$ cat config.mk
export PLATFORM = sky130hd
export DESIGN_NAME = mem_port_arbiter_4x32b
export DESIGN_NICKNAME = d
export VERILOG_FILES = /design/src/rtl/mem_port_arbiter_4x32b.sv
export SDC_FILE = /design/constraint.sdc
export NUM_CORES = 1
export LEC_CHECK = 0
export BUFFER_PORTS_ARGS = -buffer_cell sky130_fd_sc_hd__buf_4
export CORE_AREA = 2 2 158 160
export DETAILED_ROUTE_END_ITERATION = 10
export DIE_AREA = 0 0 160 162
export GPL_ROUTABILITY_DRIVEN = 0
export HOLD_SLACK_MARGIN = 0.08
export PLACE_DENSITY = 0.52
export SYNTH_ARGS = -nofsm -noshare
export SYNTH_HDL_FRONTEND = slang
export SYNTH_SLANG_ARGS = --single-unit
$ cat constraint.sdc
create_clock -name CGRA_Clock -period 4 [get_ports CGRA_Clock]
set_input_delay 0.4 -clock CGRA_Clock [delete_from_list [all_inputs] [get_ports CGRA_Clock]]
set_output_delay 0.4 -clock CGRA_Clock [all_outputs]
set_load 0.05 [all_outputs]
$ cat src/rtl/mem_port_arbiter_4x32b.sv
// mem_port_arbiter_4x32b
// Round-robin arbiter sharing one single-ported memory bank between four
// CGRA memory-port requesters. One command per cycle is registered toward the
// bank; read returns are steered back to the issuing port through a tag
// pipeline whose depth matches the bank's fixed read latency (1..8 cycles).
// Optional build macro: MEMARB_PERF_CNT_EN adds per-port saturating grant
// counters with a synchronous clear (ports perf_clr / perf_cnt).
module mem_port_arbiter_4x32b #(
    parameter int DATA_W      = 32,
    parameter int MEM_LATENCY = 1
) (
    input  logic                  CGRA_Clock,
    input  logic                  CGRA_Reset,
    input  logic                  halt,
    input  logic [3:0]            req,
    input  logic [3:0]            we,
    input  logic [4*DATA_W-1:0]   addr_in,
    input  logic [4*DATA_W-1:0]   wdata_in,
    output logic [3:0]            gnt,
    output logic [3:0]            rvalid,
    output logic [DATA_W-1:0]     rdata,
    output logic                  mem_en,
    output logic                  mem_we,
    output logic [DATA_W-1:0]     mem_addr,
    output logic [DATA_W-1:0]     mem_wdata,
    input  logic [DATA_W-1:0]     mem_rdata
`ifdef MEMARB_PERF_CNT_EN
    ,
    input  logic                  perf_clr,
    output logic [4*16-1:0]       perf_cnt
`endif
);

    logic [1:0] rr_ptr;
    logic [1:0] gnt_idx;
    logic       gnt_any;
    logic [1:0] cand;

    // Port id travelling with the registered command (command stage).
    logic [1:0] cmd_port_p0;

    // Tag pipeline: one entry per cycle of bank read latency.
    logic       tag_vld_p  [MEM_LATENCY];
    logic [1:0] tag_port_p [MEM_LATENCY];

    // Priority search starting at rr_ptr; first requesting port wins.
    always_comb begin
        gnt     = 4'b0000;
        gnt_idx = 2'd0;
        gnt_any = 1'b0;
        cand    = 2'd0;
        if (!CGRA_Reset && !halt) begin
            for (int i = 0; i < 4; i++) begin
                cand = rr_ptr + 2'(i);
                if (!gnt_any && req[cand]) begin
                    gnt[cand] = 1'b1;
                    gnt_idx   = cand;
                    gnt_any   = 1'b1;
                end
            end
        end
    end

    // Stage p0: register the accepted command toward the bank and rotate priority.
    always_ff @(posedge CGRA_Clock or posedge CGRA_Reset) begin
        if (CGRA_Reset) begin
            rr_ptr      <= 2'd0;
            mem_en      <= 1'b0;
            mem_we      <= 1'b0;
            mem_addr    <= '0;
            mem_wdata   <= '0;
            cmd_port_p0 <= 2'd0;
        end else begin
            mem_en <= gnt_any;
            if (gnt_any) begin
                rr_ptr      <= gnt_idx + 2'd1;
                mem_we      <= we[gnt_idx];
                mem_addr    <= addr_in[int'(gnt_idx)*DATA_W +: DATA_W];
                mem_wdata   <= wdata_in[int'(gnt_idx)*DATA_W +: DATA_W];
                cmd_port_p0 <= gnt_idx;
            end else begin
                mem_we <= 1'b0;
            end
        end
    end

    // Tag stages: shift read tags so the last stage lines up with mem_rdata.
    always_ff @(posedge CGRA_Clock or posedge CGRA_Reset) begin
        if (CGRA_Reset) begin
            for (int i = 0; i < MEM_LATENCY; i++) begin
                tag_vld_p[i]  <= 1'b0;
                tag_port_p[i] <= 2'd0;
            end
        end else begin
            tag_vld_p[0]  <= mem_en & ~mem_we;
            tag_port_p[0] <= cmd_port_p0;
            for (int i = 1; i < MEM_LATENCY; i++) begin
                tag_vld_p[i]  <= tag_vld_p[i-1];
                tag_port_p[i] <= tag_port_p[i-1];
            end
        end
    end

    // Return stage: capture bank data only for tracked reads so rdata holds otherwise.
    always_ff @(posedge CGRA_Clock or posedge CGRA_Reset) begin
        if (CGRA_Reset) begin
            rvalid <= 4'b0000;
            rdata  <= '0;
        end else begin
            if (tag_vld_p[MEM_LATENCY-1]) begin
                rvalid <= 4'b0001 << tag_port_p[MEM_LATENCY-1];
                rdata  <= mem_rdata;
            end else begin
                rvalid <= 4'b0000;
            end
        end
    end

`ifdef MEMARB_PERF_CNT_EN
    logic [15:0] perf_q [4];

    // Per-port grant counters; clear wins over increment, counting stops at all-ones.
    always_ff @(posedge CGRA_Clock or posedge CGRA_Reset) begin
        if (CGRA_Reset) begin
            for (int k = 0; k < 4; k++) perf_q[k] <= 16'd0;
        end else if (perf_clr) begin
            for (int k = 0; k < 4; k++) perf_q[k] <= 16'd0;
        end else if (gnt_any && perf_q[gnt_idx] != 16'hFFFF) begin
            perf_q[gnt_idx] <= perf_q[gnt_idx] + 16'd1;
        end
    end

    // Pack counters with the same per-port layout as addr_in.
    always_comb begin
        perf_cnt = '0;
        for (int k = 0; k < 4; k++) perf_cnt[k*16 +: 16] = perf_q[k];
    end
`endif

endmodule

======== Word-level counts from Yosys, hierarchy flattened ========
Cells that the tools add are included.
storage, ports and cells
  word-level logic and storage cells ...... 85
  input port bits ......................... 299
  output and inout port bits .............. 106
  flip-flop bits (word level) ............. 109
cells by class
  reductions and logical operators ........ 13
  shift operators ......................... 3
  add/subtract/negate cells ............... 4
  bitwise logic cells ..................... 5
  multiplexer cells ....................... 41
  magnitude comparators ................... 9
operator list
  operator                                                                              count
  128-bit by 8-bit indexed part select with 32-bit output                               2
  4-bit 2-to-1 mux                                                                      9
  1-bit 2-to-1 mux                                                                      18
  2-bit by 3-bit < comparator with 1-bit output (second input constant)                 5
  4-bit OR                                                                              3
  1-bit binary-select mux with 2-bit select                                             5
  2-bit 2-to-1 mux                                                                      5
  1-bit demux with 2-bit select                                                         4
  2-bit by 1-bit greater-or-equal comparator with 1-bit output (second input constant)  4
  1-bit logical AND                                                                     8
  1-bit zero test                                                                       5
  2-bit by 1-bit adder with 2-bit output (second input constant)                        2
  2-bit adder (second input constant)                                                   2
  1-bit by 2-bit left shift with 4-bit output (first input constant)                    1
  1-bit AND                                                                             1
  1-bit NOT                                                                             1

======== Longest topological paths before layout ========
  depth after elaboration ................. 19
  gate-level depth with buffers ........... 12
  mapped depth without buffers ............ 8

======== Worst setup path before layout ========
OpenSTA, ideal clock, no wires.
  path type ............................... register -> output
  start point ............................. register rr_ptr[0]
  end point ............................... output gnt[0]
  slack ................................... 882 ps
  required time ........................... 3600 ps
  cell stages (with the launch flop) ...... 10
  arrival time ............................ 2718 ps
  path buffers ............................ 1
  cells stage by stage .................... dfrtp_1 buf_2 inv_1 ha_1 mux4_2 nor2b_4 a22oi_1 nor2_1 a221oi_1 nor2_1
between the ends
  cells in the longest elaborated chain, start to end .. 16
  elaborated cells between the ends (all ways) .. 54
  those cells by class .................... add/sub: 3; order compare: 8; mux: 30; bitwise: 3; reduce/logical: 10
ends and longest elaborated chain
  element                                                                                 RTL line  text
  start: declaration                                                                      34        logic [1:0] rr_ptr;
  start signal: assignment                                                                76        rr_ptr <= gnt_idx + 2'd1;
  branches (longest 14 deep; another with 2-bit by 3-bit < comparator with 1-bit output)  -
  4-bit 2-to-1 mux (*)                                                                    55        if (!gnt_any && req[cand]) begin
  4-bit 2-to-1 mux (*)                                                                    52        if (!CGRA_Reset && !halt) begin
  end: declaration                                                                        19        output logic [3:0] gnt,
Mark *: on every way between the ends. The select of a mux whose other input is x is not followed.

======== Final worst setup path ========
  start point ............................. register rr_ptr[1]
  end point ............................... register mem_wdata[26]
between the ends
  cells in the longest elaborated chain, start to end .. 17
  elaborated cells between the ends (all ways) .. 31
  those cells by class .................... add/sub: 3; shift: 1; mux: 21; reduce/logical: 6
ends and longest elaborated chain
  element                                                  RTL line  text
  1-bit binary-select mux with 2-bit select                55
  1-bit 2-to-1 mux (implied by the code)                   55
  1-bit 2-to-1 mux                                         55
  1-bit 2-to-1 mux                                         52
  1-bit zero test                                          55
  1-bit logical AND                                        55
  1-bit 2-to-1 mux                                         55
  1-bit 2-to-1 mux                                         52
  1-bit zero test                                          55
  1-bit logical AND                                        55
  1-bit 2-to-1 mux                                         55
  1-bit 2-to-1 mux                                         52
  1-bit zero test                                          55
  1-bit logical AND                                        55
  2-bit 2-to-1 mux                                         55
  2-bit 2-to-1 mux                                         52
  128-bit by 8-bit indexed part select with 32-bit output  79        mem_wdata <= wdata_in[int'(gnt_idx)*DATA_W +: DATA_W];
  end signal: assignment                                   79
  end: declaration                                         25        output logic [DATA_W-1:0] mem_wdata,
Parallel ways exist; a longest one is shown, timed or not. The select of a mux whose other input is x is not followed.
A chain may end at the register's enable or synchronous reset.

==> metrics.md <==
| Metric | Value |
|---|---|
| Total of endpoints with negative setup slack in the final report | 0 |
| Post-synthesis compound-gate area fraction | 16.7% |
| Maximum operating frequency | 0.301 GHz |
| Unique masters post-synth | 39 |
| Placeable core region | 24100 µm² |
| Die Span Y | 162 µm |
| Largest family of logic cells by synthesized area | multiplexers |
| Time the worst path needs with I/O delays and setup | 3320 ps |
| Filler instances | 2419 |
| Routed via count | 5910 |
| Share of synthesized registers carrying an async set or reset | 100% |
| Final sum of negative setup slack | 0 ps |
| Number of cells produced by synthesis | 526 |
| Port-buffer cells | 404 |
| EDFF count, synth | 0 |
| Maximum level of the CTS H-tree | 3 |
| Kind of path behind the tightest hold check | primary input to async pin |
| Total placed cells including tap cells | 1218 |
| Fraction of the yosys area taken by sequential cells | 45.7% |
| Least-Margin Pin Slew | 938 ps |
| Global-route wire length before repair | 38100 µm |
| IO Pins | 405 |
| Maximum number of buffers from clock root to sink | 2 |
| Drt pass-1 iters | 4 |
| Initial antenna violation count | 1 |
| Total clock sinks | 109 |
| Total die area | 25900 µm² |
| Maximum number of pins on one net before global-route repair | 72 |
| Power Internal | 3.59 mW |
| Nature of the critical path endpoint | register |
| Num CTS Buffers | 9 |
| Clock transition time at the flip-flop clock pins of the worst setup and hold paths | 90 ps |
| Net switching power | 3.73 mW |
| Number of gates resized after CTS | 0 |
| Mux share of post-synthesis cell area | 23.1% |
| CP Launch Type | register |
| ANT nets after route | 0 |
| Remaining Overflow, GRT | 0 |
| Clk_skew | 11.6 ps |
| Root buffer cell | sky130_fd_sc_hd__clkbuf_16 |
| # Post-CTS Setup Buffers | 0 |
| Post-synthesis simple-gate area fraction | 7.15% |
| Parity-gate share of the synthesized area counting xor and xnor cells | 0.567% |
| Maxcap violations | 0 |
| Unrepaired setup endpoints after global routing | false |
| # nets final | 1212 |
| Power share of the clock group | 12.9% |
| Area Overhead vs Synth | 61.0% |
| Number of endpoints with negative hold slack in the final report | 0 |
| Pins Over Slew Limit | 0 |
| YS warnings | 0 |
| Flop-to-flop setup slack | 680 ps |
| Data arrival time at the worst-slack endpoint | 3510 ps |
| Antenna diode count | 0 |
| Die X-Extent | 160 µm |
| Post-Syn Area | 5960 µm² |
| Critical path class | register to register |
| Sequential fraction of design power | 24.6% |
| Static Leakage | 4.88 nW |
| Switching portion of total power | 51.0% |
| Worst skew pair latency | 360 ps |
| Register bit total from synthesis | 109 |
| Post-detailed-route DRC marker count | 0 |
| Mean number of vias per cell | 4.79 |
| Data required time of the critical path | 4190 ps |
| Areal power density over the cells | 762 nW/µm² |
| Wire length after detailed routing | 25600 µm |
| Initial cell density of the core | 24.7% |
| Logic pwr share | 62.6% |
| Number of global-route vias before repair | 6362 |
| Layout Cell Area excl Fill | 9600 µm² |
| Leading register cell type out of synthesis | sky130_fd_sc_hd__dfrtp_1 |
| Non-filler instance count after layout | 1234 |
| TritonCTS clock tree | done |
| Net count after synthesis | 833 |
| VDD IR max | 0.509 mV |
| Maximum fanout along the worst path | 35 |
| Wire per inst | 20.7 µm |
| Standard cell area after detailed placement | 9300 µm² |
| HPWL Detailed | 19200 µm |
| GR Util All Layers | 19.3% |
| Synthesized area divided by synthesized cell count | 11.3 µm² |
| Final worst path period share | 83.0% |
| Fraction of layout cells with a size suffix above 1 | 52.6% |
| Placement row count | 57 |
| Outcome | complete, no violations |
| Number of design-rule violations left by the first detailed-router iteration | 264 |
| Hold buffer count at CTS | 0 |
| Headroom to the max-slew limit | 37.5% |
| Adder-cell share of the synthesized area | 1.68% |
-- flip-flops by register name, summed over array words and instances (netlist names) --
register / count
mem_wdata: 32
tag_vld_p: 1
mem_addr: 32
rr_ptr: 2
cmd_port_p0: 2
mem_we: 1
mem_en: 1
rvalid: 4
tag_port_p: 2
rdata: 32
-- path summary, 6_finish.rpt --
path | startpoint | end | depth (start not counted)
hold reg to reg | cmd_port_p0[0] | tag_port_p[0] | 0
min in group CGRA_Clock | mem_rdata[23] | rdata[23] | 2
setup reg to reg | rr_ptr[1] | mem_wdata[26] | 8
setup / recovery | rr_ptr[1] | mem_wdata[26] | 8
hold / removal | CGRA_Reset | mem_wdata[30] | 2
max in group asynchronous | CGRA_Reset | mem_addr[9] | 3
-- cell usage in the layout, fill, tap and decap left out, types with 2 or more instances in the layout --
cell type | Yosys | layout
sky130_fd_sc_hd__mux4_2 | 3 | 3
sky130_fd_sc_hd__mux2i_1 | 94 | 94
sky130_fd_sc_hd__inv_8 | 0 | 3
sky130_fd_sc_hd__dfrtp_1 | 109 | 109
sky130_fd_sc_hd__o211ai_1 | 33 | 33
sky130_fd_sc_hd__ha_1 | 8 | 8
sky130_fd_sc_hd__o221ai_1 | 50 | 50
sky130_fd_sc_hd__buf_4 | 5 | 414
sky130_fd_sc_hd__clkbuf_16 | 0 | 9
sky130_fd_sc_hd__mux2_2 | 33 | 33
sky130_fd_sc_hd__inv_1 | 4 | 3
sky130_fd_sc_hd__nand2_1 | 53 | 52
sky130_fd_sc_hd__a21oi_1 | 2 | 2
sky130_fd_sc_hd__a22oi_1 | 4 | 4
sky130_fd_sc_hd__clkinvlp_4 | 0 | 2
sky130_fd_sc_hd__xnor2_1 | 2 | 2
sky130_fd_sc_hd__nor2_1 | 32 | 31
sky130_fd_sc_hd__o21ai_0 | 2 | 2
sky130_fd_sc_hd__nor2b_1 | 3 | 3
sky130_fd_sc_hd__a221oi_1 | 22 | 22
sky130_fd_sc_hd__o22ai_1 | 2 | 2
sky130_fd_sc_hd__buf_12 | 0 | 3
sky130_fd_sc_hd__nand3_1 | 4 | 4
-- synthesized netlist by cell type, types with 4 or more instances --
library cell | n | share of area (%)
sky130_fd_sc_hd__a221oi_1 | 22 | 3.2
sky130_fd_sc_hd__clkbuf_1 | 24 | 1.5
sky130_fd_sc_hd__o221ai_1 | 50 | 7.3
sky130_fd_sc_hd__dfrtp_1 | 109 | 46
sky130_fd_sc_hd__nand2_1 | 53 | 3.3
sky130_fd_sc_hd__mux2_2 | 33 | 6.2
sky130_fd_sc_hd__mux2i_1 | 94 | 16
sky130_fd_sc_hd__buf_6 | 10 | 1.9
sky130_fd_sc_hd__buf_2 | 6 | 0.50
sky130_fd_sc_hd__nor2_1 | 32 | 2.0
sky130_fd_sc_hd__ha_1 | 8 | 1.7
sky130_fd_sc_hd__buf_4 | 5 | 0.63
sky130_fd_sc_hd__nand3_1 | 4 | 0.34
sky130_fd_sc_hd__o211ai_1 | 33 | 4.2
sky130_fd_sc_hd__a22oi_1 | 4 | 0.50
sky130_fd_sc_hd__inv_1 | 4 | 0.25
sky130_fd_sc_hd__buf_1 | 4 | 0.25
-- logic make-up (layout without fill, tap and decap cells) --
logic type      Yosys count  in the layout
compound gates          122            122
xor+xnor                  3              3
fa+ha+maj                 8              8
buf+inv                  53            437
flops                   109            109
mux                     130            130
simple gates            101            101
-- final cells by class --
class / instances / area, µm² / share of cell area [%]
Inverter: 4 / 17.5 / 0.183
Clock inverter: 7 / 73.8 / 0.769
Tap cell: 324 / 405 / 4.22
Timing Repair Buffer: 417 / 3170 / 33.0
Sequential cell: 109 / 2730 / 28.4
Multi-Input combinational cell: 364 / 2980 / 31.1
Clock buffer: 9 / 225 / 2.35
-- metal layers --
metal	wire length [µm]	share of wire (%)	global-route usage (%)	vias up
met5	13	0.051	0	-
met4	387	1.5	4.87	2
met3	1950	7.6	5.29	21
met2	13200	52	35.4	280
met1	10000	39	22.2	2828
li1	-	-	-	2779
-- power by group through the flow --
stage          clock [mW]  combinational [mW]  sequential (mW)
6_report            0.940                4.58             1.80
5_1_grt              1.01                4.85             1.86
4_1_cts             0.975                4.63             1.80
3_5_place_dp            0                4.63             1.81
3_3_place_gp            0                4.63             1.81
2_1_floorplan           0                1.78             3.18
-- metrics by stage --
step | utilization, % | total power, mW | hold WS [ps] | setup WS, ps
3_5_place_dp | 38.6 | 6.44 | 367 | 651
4_1_cts | 39.8 | 7.40 | 253 | 664
6_report | 39.8 | 7.31 | 254 | 680
2_1_floorplan | - | 4.97 | 354 | 726
5_1_grt | 39.8 | 7.72 | 258 | 375
3_3_place_gp | 38.6 | 6.44 | 364 | 730
-- critical path: stages, from the launching register on --
cell and delay, ps:
sky130_fd_sc_hd__dfrtp_1 590, sky130_fd_sc_hd__inv_1 160, sky130_fd_sc_hd__ha_1 420, sky130_fd_sc_hd__mux4_2 420, sky130_fd_sc_hd__o211ai_1 280, sky130_fd_sc_hd__a21o_4 600, sky130_fd_sc_hd__buf_4 320, sky130_fd_sc_hd__mux2i_1 210
sky130_fd_sc_hd__o221ai_1 130
No activity file was read; power rests on OpenSTA's default activity.
